==> src/rtl/as_mem_ctrl_pkg.sv <==
// Shared opcodes, funct3 codes, FSM encoding and access-size helpers for the
// memory-access stage controller.
package as_mem_ctrl_pkg;

  localparam logic [6:0] INST_TYPE_S = 7'b0100011;

  localparam logic [2:0] F3_LB  = 3'b000;
  localparam logic [2:0] F3_LH  = 3'b001;
  localparam logic [2:0] F3_LW  = 3'b010;
  localparam logic [2:0] F3_LBU = 3'b100;
  localparam logic [2:0] F3_LHU = 3'b101;
  localparam logic [2:0] F3_SB  = 3'b000;
  localparam logic [2:0] F3_SH  = 3'b001;
  localparam logic [2:0] F3_SW  = 3'b010;

  typedef enum logic [1:0] {
    AS_IDLE = 2'd0,
    AS_REQ  = 2'd1,
    AS_DONE = 2'd2
  } as_state_e;

  typedef enum logic [1:0] {
    SZ_B = 2'd0,
    SZ_H = 2'd1,
    SZ_W = 2'd2
  } acc_size_e;

  // Unknown funct3 codes fall back to a full-word access.
  function automatic acc_size_e access_size(input logic we, input logic [2:0] f3);
    acc_size_e sz;
    sz = SZ_W;
    if (we) begin
      case (f3)
        F3_SB:   sz = SZ_B;
        F3_SH:   sz = SZ_H;
        F3_SW:   sz = SZ_W;
        default: sz = SZ_W;
      endcase
    end else begin
      case (f3)
        F3_LB, F3_LBU: sz = SZ_B;
        F3_LH, F3_LHU: sz = SZ_H;
        F3_LW:         sz = SZ_W;
        default:       sz = SZ_W;
      endcase
    end
    return sz;
  endfunction

  function automatic logic misaligned(input acc_size_e sz, input logic [1:0] lo);
    logic mis;
    case (sz)
      SZ_H:    mis = lo[0];
      SZ_W:    mis = |lo;
      default: mis = 1'b0;
    endcase
    return mis;
  endfunction

endpackage

==> src/rtl/mem_lane_align.sv <==
// Combinational byte-lane steering: store byte enables / replicated write data,
// and load data extraction with sign or zero extension.
module mem_lane_align
  import as_mem_ctrl_pkg::*;
(
  input  logic [2:0]  st_funct3,
  input  logic [1:0]  st_addr_lo,
  input  logic [31:0] st_data,
  output logic [3:0]  st_be,
  output logic [31:0] st_wdata,
  input  logic [2:0]  ld_funct3,
  input  logic [1:0]  ld_addr_lo,
  input  logic [31:0] ld_word,
  output logic [31:0] ld_data
);

  function automatic logic [31:0] ext8(input logic [7:0] v, input logic sgn);
    logic signed [7:0]  sv;
    logic signed [31:0] wide;
    sv   = v;
    wide = 32'(sv);
    return sgn ? wide : {24'h0, v};
  endfunction

  function automatic logic [31:0] ext16(input logic [15:0] v, input logic sgn);
    logic signed [15:0] sv;
    logic signed [31:0] wide;
    sv   = v;
    wide = 32'(sv);
    return sgn ? wide : {16'h0, v};
  endfunction

  logic [31:0] shifted;
  assign shifted = ld_word >> {ld_addr_lo, 3'b000};

  always_comb begin
    ld_data = ld_word;
    case (ld_funct3)
      F3_LB:   ld_data = ext8(shifted[7:0], 1'b1);
      F3_LBU:  ld_data = ext8(shifted[7:0], 1'b0);
      F3_LH:   ld_data = ext16(shifted[15:0], 1'b1);
      F3_LHU:  ld_data = ext16(shifted[15:0], 1'b0);
      default: ld_data = ld_word;
    endcase
  end

  // Narrow stores replicate the datum into every lane; be selects the live one.
  always_comb begin
    st_be    = 4'hF;
    st_wdata = st_data;
    case (access_size(1'b1, st_funct3))
      SZ_B: begin
        st_be    = 4'b0001 << st_addr_lo;
        st_wdata = {4{st_data[7:0]}};
      end
      SZ_H: begin
        st_be    = st_addr_lo[1] ? 4'b1100 : 4'b0011;
        st_wdata = {2{st_data[15:0]}};
      end
      default: ;
    endcase
  end

endmodule

==> src/rtl/as_mem_ctrl.sv <==
// Memory-access stage controller: runs one req/ack bus transaction per load/store,
// stalls upstream while it is in flight, and passes other instructions straight through.
module as_mem_ctrl
  import as_mem_ctrl_pkg::*;
#(
  parameter int CPU_WIDTH      = 32,
  parameter int TIMEOUT_CYCLES = 16
) (
  input  logic                 clk,
  input  logic                 rst,
  input  logic                 acess_mem_flag_i,
  input  logic [31:0]          inst_i,
  input  logic [CPU_WIDTH-1:0] alu_res_i,
  input  logic [CPU_WIDTH-1:0] rs2_data_i,
  input  logic                 reg_wr_en_i,
  input  logic [4:0]           reg_wr_adder_i,
  output logic                 stall_o,
  output logic                 wb_en_o,
  output logic [4:0]           wb_adder_o,
  output logic [CPU_WIDTH-1:0] wb_data_o,
  output logic                 mem_req_o,
  output logic                 mem_we_o,
  output logic [CPU_WIDTH-1:0] mem_addr_o,
  output logic [3:0]           mem_be_o,
  output logic [CPU_WIDTH-1:0] mem_wdata_o,
  input  logic                 mem_ack_i,
  input  logic [CPU_WIDTH-1:0] mem_rdata_i,
  output logic                 misalign_o,
  output logic                 bus_err_o
);

  localparam int CNT_W = $clog2(TIMEOUT_CYCLES);

  as_state_e      state_q, state_d;
  logic [CNT_W-1:0] cnt_p1;
  logic [2:0]     funct3_p1;
  logic [1:0]     addr_lo_p1;
  logic [4:0]     rd_p1;
  logic           wr_en_p1;
  logic           err_p1;
  logic [31:0]    rdata_p1;

  logic           in_we;
  logic [2:0]     in_funct3;
  logic           in_misalign;
  logic           timeout;
  logic [3:0]     st_be;
  logic [31:0]    st_wdata;
  logic [31:0]    ld_data;
  logic           unused_inst;

  assign in_we       = (inst_i[6:0] == INST_TYPE_S);
  assign in_funct3   = inst_i[14:12];
  assign in_misalign = misaligned(access_size(in_we, in_funct3), alu_res_i[1:0]);
  assign timeout     = (cnt_p1 == CNT_W'(TIMEOUT_CYCLES - 1));
  assign unused_inst = ^{inst_i[31:15], inst_i[11:7]};

  mem_lane_align u_lane (
    .st_funct3  (in_funct3),
    .st_addr_lo (alu_res_i[1:0]),
    .st_data    (rs2_data_i),
    .st_be      (st_be),
    .st_wdata   (st_wdata),
    .ld_funct3  (funct3_p1),
    .ld_addr_lo (addr_lo_p1),
    .ld_word    (rdata_p1),
    .ld_data    (ld_data)
  );

  always_ff @(posedge clk) begin
    if (rst) state_q <= AS_IDLE;
    else     state_q <= state_d;
  end

  always_comb begin
    state_d    = state_q;
    stall_o    = 1'b0;
    wb_en_o    = 1'b0;
    wb_adder_o = '0;
    wb_data_o  = '0;
    misalign_o = 1'b0;
    bus_err_o  = 1'b0;
    case (state_q)
      AS_IDLE: begin
        if (acess_mem_flag_i) begin
          if (in_misalign) begin
            misalign_o = 1'b1;
          end else begin
            stall_o = 1'b1;
            state_d = AS_REQ;
          end
        end else begin
          wb_en_o    = reg_wr_en_i;
          wb_adder_o = reg_wr_adder_i;
          wb_data_o  = alu_res_i;
        end
      end
      AS_REQ: begin
        stall_o = 1'b1;
        if (mem_ack_i) begin
          state_d = AS_DONE;
        end else if (timeout) begin
          bus_err_o = 1'b1;
          state_d   = AS_DONE;
        end
      end
      AS_DONE: begin
        wb_en_o    = wr_en_p1 & ~mem_we_o & ~err_p1;
        wb_adder_o = rd_p1;
        wb_data_o  = ld_data;
        state_d    = AS_IDLE;
      end
      default: state_d = AS_IDLE;
    endcase
    // Reset silences every combinational output, including the pulses.
    if (rst) begin
      state_d    = AS_IDLE;
      stall_o    = 1'b0;
      wb_en_o    = 1'b0;
      wb_adder_o = '0;
      wb_data_o  = '0;
      misalign_o = 1'b0;
      bus_err_o  = 1'b0;
    end
  end

  // Stage boundary: request latched at IDLE exit, held through REQ, consumed in DONE.
  always_ff @(posedge clk) begin
    if (rst) begin
      cnt_p1      <= '0;
      funct3_p1   <= '0;
      addr_lo_p1  <= '0;
      rd_p1       <= '0;
      wr_en_p1    <= 1'b0;
      err_p1      <= 1'b0;
      rdata_p1    <= '0;
      mem_req_o   <= 1'b0;
      mem_we_o    <= 1'b0;
      mem_addr_o  <= '0;
      mem_be_o    <= '0;
      mem_wdata_o <= '0;
    end else begin
      case (state_q)
        AS_IDLE: begin
          if (acess_mem_flag_i && !in_misalign) begin
            mem_req_o   <= 1'b1;
            mem_we_o    <= in_we;
            mem_addr_o  <= {alu_res_i[CPU_WIDTH-1:2], 2'b00};
            mem_be_o    <= in_we ? st_be : 4'hF;
            mem_wdata_o <= in_we ? st_wdata : '0;
            funct3_p1   <= in_funct3;
            addr_lo_p1  <= alu_res_i[1:0];
            rd_p1       <= reg_wr_adder_i;
            wr_en_p1    <= reg_wr_en_i;
            cnt_p1      <= '0;
            err_p1      <= 1'b0;
          end
        end
        AS_REQ: begin
          cnt_p1 <= cnt_p1 + 1'b1;
          if (mem_ack_i) begin
            rdata_p1  <= mem_rdata_i;
            mem_req_o <= 1'b0;
          end else if (timeout) begin
            mem_req_o <= 1'b0;
            err_p1    <= 1'b1;
          end
        end
        default: ;
      endcase
    end
  end

endmodule

==> config.mk <==
export PLATFORM = sky130hd
export DESIGN_NAME = as_mem_ctrl
export DESIGN_NICKNAME = d
export VERILOG_FILES = /design/src/rtl/as_mem_ctrl_pkg.sv /design/src/rtl/mem_lane_align.sv /design/src/rtl/as_mem_ctrl.sv
export SDC_FILE = /design/constraint.sdc
export NUM_CORES = 1
export LEC_CHECK = 0
export ABC_AREA = 1
export CAP_MARGIN = 15
export CORE_ASPECT_RATIO = 0.8
export CORE_MARGIN = 2
export CORE_UTILIZATION = 25
export DETAILED_ROUTE_END_ITERATION = 6
export PLACE_DENSITY_LB_ADDON = 0.2
export SLEW_MARGIN = 0
export SYNTH_ARGS = -nofsm -noshare
export SYNTH_HDL_FRONTEND = slang
export SYNTH_SLANG_ARGS = --single-unit
export TNS_END_PERCENT = 100
==> constraint.sdc <==
create_clock -name clk -period 2.85 [get_ports clk]
set_clock_uncertainty 0.1 [all_clocks]
set_input_delay 0.285 -clock clk [delete_from_list [all_inputs] [get_ports clk]]
set_output_delay 0.285 -clock clk [all_outputs]
set_load 0.02 [all_outputs]
==> impl_metrics.env <==
export IMPL_status="finished clean"
export IMPL_post_synthesis_compound_gate_area_fraction_pct=23.2
export IMPL_fp_row_count=50
export IMPL_post_synthesis_cell_type_count=37
export IMPL_finalSetupTns_ns=0
export IMPL_sequential_cell_area_sq_um=2370
export IMPL_clockRootBuffer="clkbuf_16"
export IMPL_worstSetupEndpoint="wb_data_o[14]"
export IMPL_yosys_top_cell_area_share_pct=39.6
export IMPL_worst_slew_pin_slew_ns=0.629
export IMPL_rr_endpoint="rdata_p1[15]$_SDFFE_PP0P_"
export IMPL_clkLatencyLatePin_ns=0.42
export IMPL_average_cell_area_after_synthesis_sq_um=6.99
export IMPL_dieArea_sq_um=25100
export IMPL_synth_top_family_by_area="simple AND/OR/NAND/NOR gates"
export IMPL_grt_antenna_before_repair=3
export IMPL_synth_enable_flop_cells=0
export IMPL_placement_io_buffers=224
export IMPL_synthesis_instances=853
export IMPL_seq_area_frac_synth_pct=39.6
export IMPL_critical_path_peak_fanout=17
export IMPL_yosys_area_share_xor_xnor_pct=0
export IMPL_slew_limit_headroom_pct=58.0
export IMPL_drv_slew=0
export IMPL_global_route_overflow_total=0
export IMPL_cts_tree="built"
export IMPL_top_usage_layer="met2"
export IMPL_floorplan_initialDensity_pct=25.5
export IMPL_grtUsageMet1_pct=22.8
export IMPL_met2_resource_use_gr_pct=29.1
export IMPL_detail_route_antenna_nets=0
export IMPL_h_tree_depth=4
export IMPL_die_height_microns=142
export IMPL_critical_path_startpoint="funct3_p1[1]$_SDFFE_PP0P_"
export IMPL_rsz0062_at_grt="no"
export IMPL_design_portCount=249
export IMPL_rr_startpoint="state_q[0]$_SDFFE_PP0P_"
export IMPL_power_static_leakage_nw=3.89
export IMPL_max_clock_freq_mhz=364
export IMPL_hold_viol_final=0
export IMPL_pin_count_of_the_biggest_net_entering_global_routing=67
export IMPL_hp_class="in2reg"
export IMPL_end_kind="output port"
export IMPL_synth_area_leaders="dfxtp_1 40%, nand2_1 12%, a21oi_1 10%"
export IMPL_ys_ff_latch=118
export IMPL_max_cap_violations=0
export IMPL_finalSetupViolations=0
export IMPL_time_the_final_worst_path_needs_with_i_o_delays_and_setup_ns=2.75
export IMPL_vdd_drop_max_v=0.000422
export IMPL_global_route_usage_met3_pct=6.06
export IMPL_power_density_nw_per_um2=560
export IMPL_timing_hold_worst_start="rst"
export IMPL_routabilityCongestion=0.837
export IMPL_final_fill_count=2507
export IMPL_start_kind="register"
export IMPL_die_x_microns=177
export IMPL_final_routed_wirelength_across_all_metal_layers_microns=22300
export IMPL_numClockSinks=118
export IMPL_first_pass_grt_wire_length_microns=34300
export IMPL_route_detailed_vias_per_inst=4.53
export IMPL_grt_total_usage_pct=17.8
export IMPL_multi_input_comb_area_sq_um=3010
export IMPL_drt_iter0_drc=342
export IMPL_synth_area_leader_cell="dfxtp_1"
export IMPL_flow_area_growth_from_synthesis_pct=55.3
export IMPL_mappedNetlistArea_sq_um=5960
export IMPL_hpwlAfterDp_microns=16700
export IMPL_fraction_of_the_mapped_netlist_area_in_simple_logic_gates_pct=26.5
export IMPL_timing_critical_path_required_ns=2.47
export IMPL_asyncSetResetFlopFracSynth_pct=0
export IMPL_worst_endpoint_arrival_ns=2.36
export IMPL_timing_setup_critical_path_class="reg2out"
export IMPL_clock_tree_buffer_depth=2
export IMPL_portion_of_netlist_area_occupied_by_mux_cells_pct=0
export IMPL_dr_pass1_iters=5
export IMPL_nNetsFinal=1216
export IMPL_layout_worst_path_cycle_share_pct=96.4
export IMPL_register_clock_pin_slew_on_the_reported_worst_setup_and_hold_paths_ns=0.06
export IMPL_drive_gt1_share_pct=11.7
export IMPL_synth_adder_area_share_pct=0.630
export IMPL_core_area_sq_um=23400
export IMPL_dominantRegCellSynth="dfxtp_1"
export IMPL_final_core_util_pct=39.6
export IMPL_number_of_global_route_vias_before_repair=6100
export IMPL_cts_buffers_inserted=17
export IMPL_detail_route_drc_violations=0
export IMPL_avgRoutedWirePerCell_microns=15.9
export IMPL_via_count=6354
export IMPL_synth_warnings=0
export IMPL_ff2ff_path_depth=5
export IMPL_ff2ff_setup_slack_ns=0.96
layout make-up:
class                           instances  share of cell area, %
Antenna cell                            2                 0.0541
Clock buffer                           17                   4.60
Clock inverter                         15                   1.92
Inverter                               64                   2.80
Multi-Input combinational cell        615                   32.5
Sequential cell                       118                   25.6
Tap cell                              312                   4.22
Timing Repair Buffer                  258                   28.2
Timing Repair inverter                  1                 0.0811
flip-flops by register name (all words and copies together), names as in the netlist:
| register | cells |
|---|---|
| mem_we_o | 1 |
| rdata_p1 | 32 |
| mem_wdata_o | 32 |
| rd_p1 | 5 |
| wr_en_p1 | 1 |
| mem_req_o | 1 |
| err_p1 | 1 |
| cnt_p1 | 4 |
| state_q | 2 |
| mem_be_o | 4 |
| mem_addr_o | 30 |
| addr_lo_p1 | 2 |
| funct3_p1 | 3 |
repair_timing:
action | in CTS | in global routing
endpoints found under the setup margin | 33 | 28
resized for setup | 21 | 18
cloned | 1 | 0
buffers inserted | 1 | 0
hold buffers | 0 | 0
synthesized netlist by cell type (6+ instances only):
cell type  number
nand3_1        26
dfxtp_1       118
a21oi_1       119
buf_6          10
nor2_1        101
o2111ai_1       6
o21ai_0        93
buf_2          17
buf_4           7
o21ai_2        20
clkbuf_1       23
nand2_1       198
inv_1          57
metrics by stage:
stage	instance area [sq um]	hold WS (ns)	worst slack (ns)	instances	total power [mW]
after detailed placement	8600	0.338	-0.106	1366	2.99
after global placement	8600	0.338	-0.128	1366	2.98
after floorplan	5960	0.329	0.614	854	2.47
after global routing	9250	0.338	0.00210	1400	5.43
after CTS	9220	0.292	0.0203	1400	5.25
final	9260	0.296	0.103	1402	5.18
metal layers:
layer | routed length [microns] | part of all wire [%]
met5 | 13 | 0.058
met4 | 142 | 0.64
met3 | 1690 | 7.6
met2 | 10100 | 45
met1 | 10400 | 46
kinds of logic (layout without fill, tap and decap cells):
group,after synthesis,in the layout
adders and majority gates,3,3
buffers and inverters,121,355
DFF,118,118
other,1,4
AOI/OAI and AO/OA,249,249
and+or+nand+nor,361,361
where the power goes:
group / leakage [nW] / switching [mW] / internal (mW)
combinational: 2.63 / 0.619 / 0.494
clock: 0.295 / 0.912 / 1.32
sequential: 0.966 / 0.0767 / 1.75
total: 3.89 / 1.61 / 3.57
cell usage in the layout, fill, tap and decap left out, types with 13 or more instances in the layout:
| cell type | netlist | final |
|---|---|---|
| nand2_1 | 198 | 198 |
| clkdlybuf4s50_1 | 0 | 193 |
| a21oi_1 | 119 | 119 |
| dfxtp_1 | 118 | 115 |
| nor2_1 | 101 | 100 |
| o21ai_0 | 93 | 93 |
| inv_1 | 57 | 55 |
| nand3_1 | 26 | 26 |
| buf_4 | 7 | 25 |
| o21ai_2 | 20 | 20 |
| clkbuf_16 | 0 | 17 |
| dlygate4sd2_1 | 0 | 16 |
| dlymetal6s2s_1 | 0 | 13 |
critical path, cell delays in order, from the launching register on:
cell             delay (ns)
dfxtp_2                0.44
nor3_4                 0.24
nand3_4                0.12
buf_4                  0.18
nand3_1                0.10
nand2_1                0.06
a21oi_1                0.17
clkdlybuf4s50_1        0.63
how the worst min path moves through the flow:
| stage | endpoint | slack [ns] | cells after the start |
|---|---|---|---|
| after floorplan | rdata_p1[0]$_SDFFE_PP0P_ | 0.33 | 2 |
| after global placement | mem_wdata_o[11]$_SDFFE_PP0P_ | 0.34 | 2 |
| after detailed placement | mem_wdata_o[28]$_SDFFE_PP0P_ | 0.34 | 2 |
| after CTS | mem_wdata_o[24]$_SDFFE_PP0P_ | 0.29 | 2 |
| after global routing | mem_wdata_o[24]$_SDFFE_PP0P_ | 0.34 | 2 |
| final | mem_wdata_o[24]$_SDFFE_PP0P_ | 0.30 | 2 |
(Power assumes the default switching activity.)
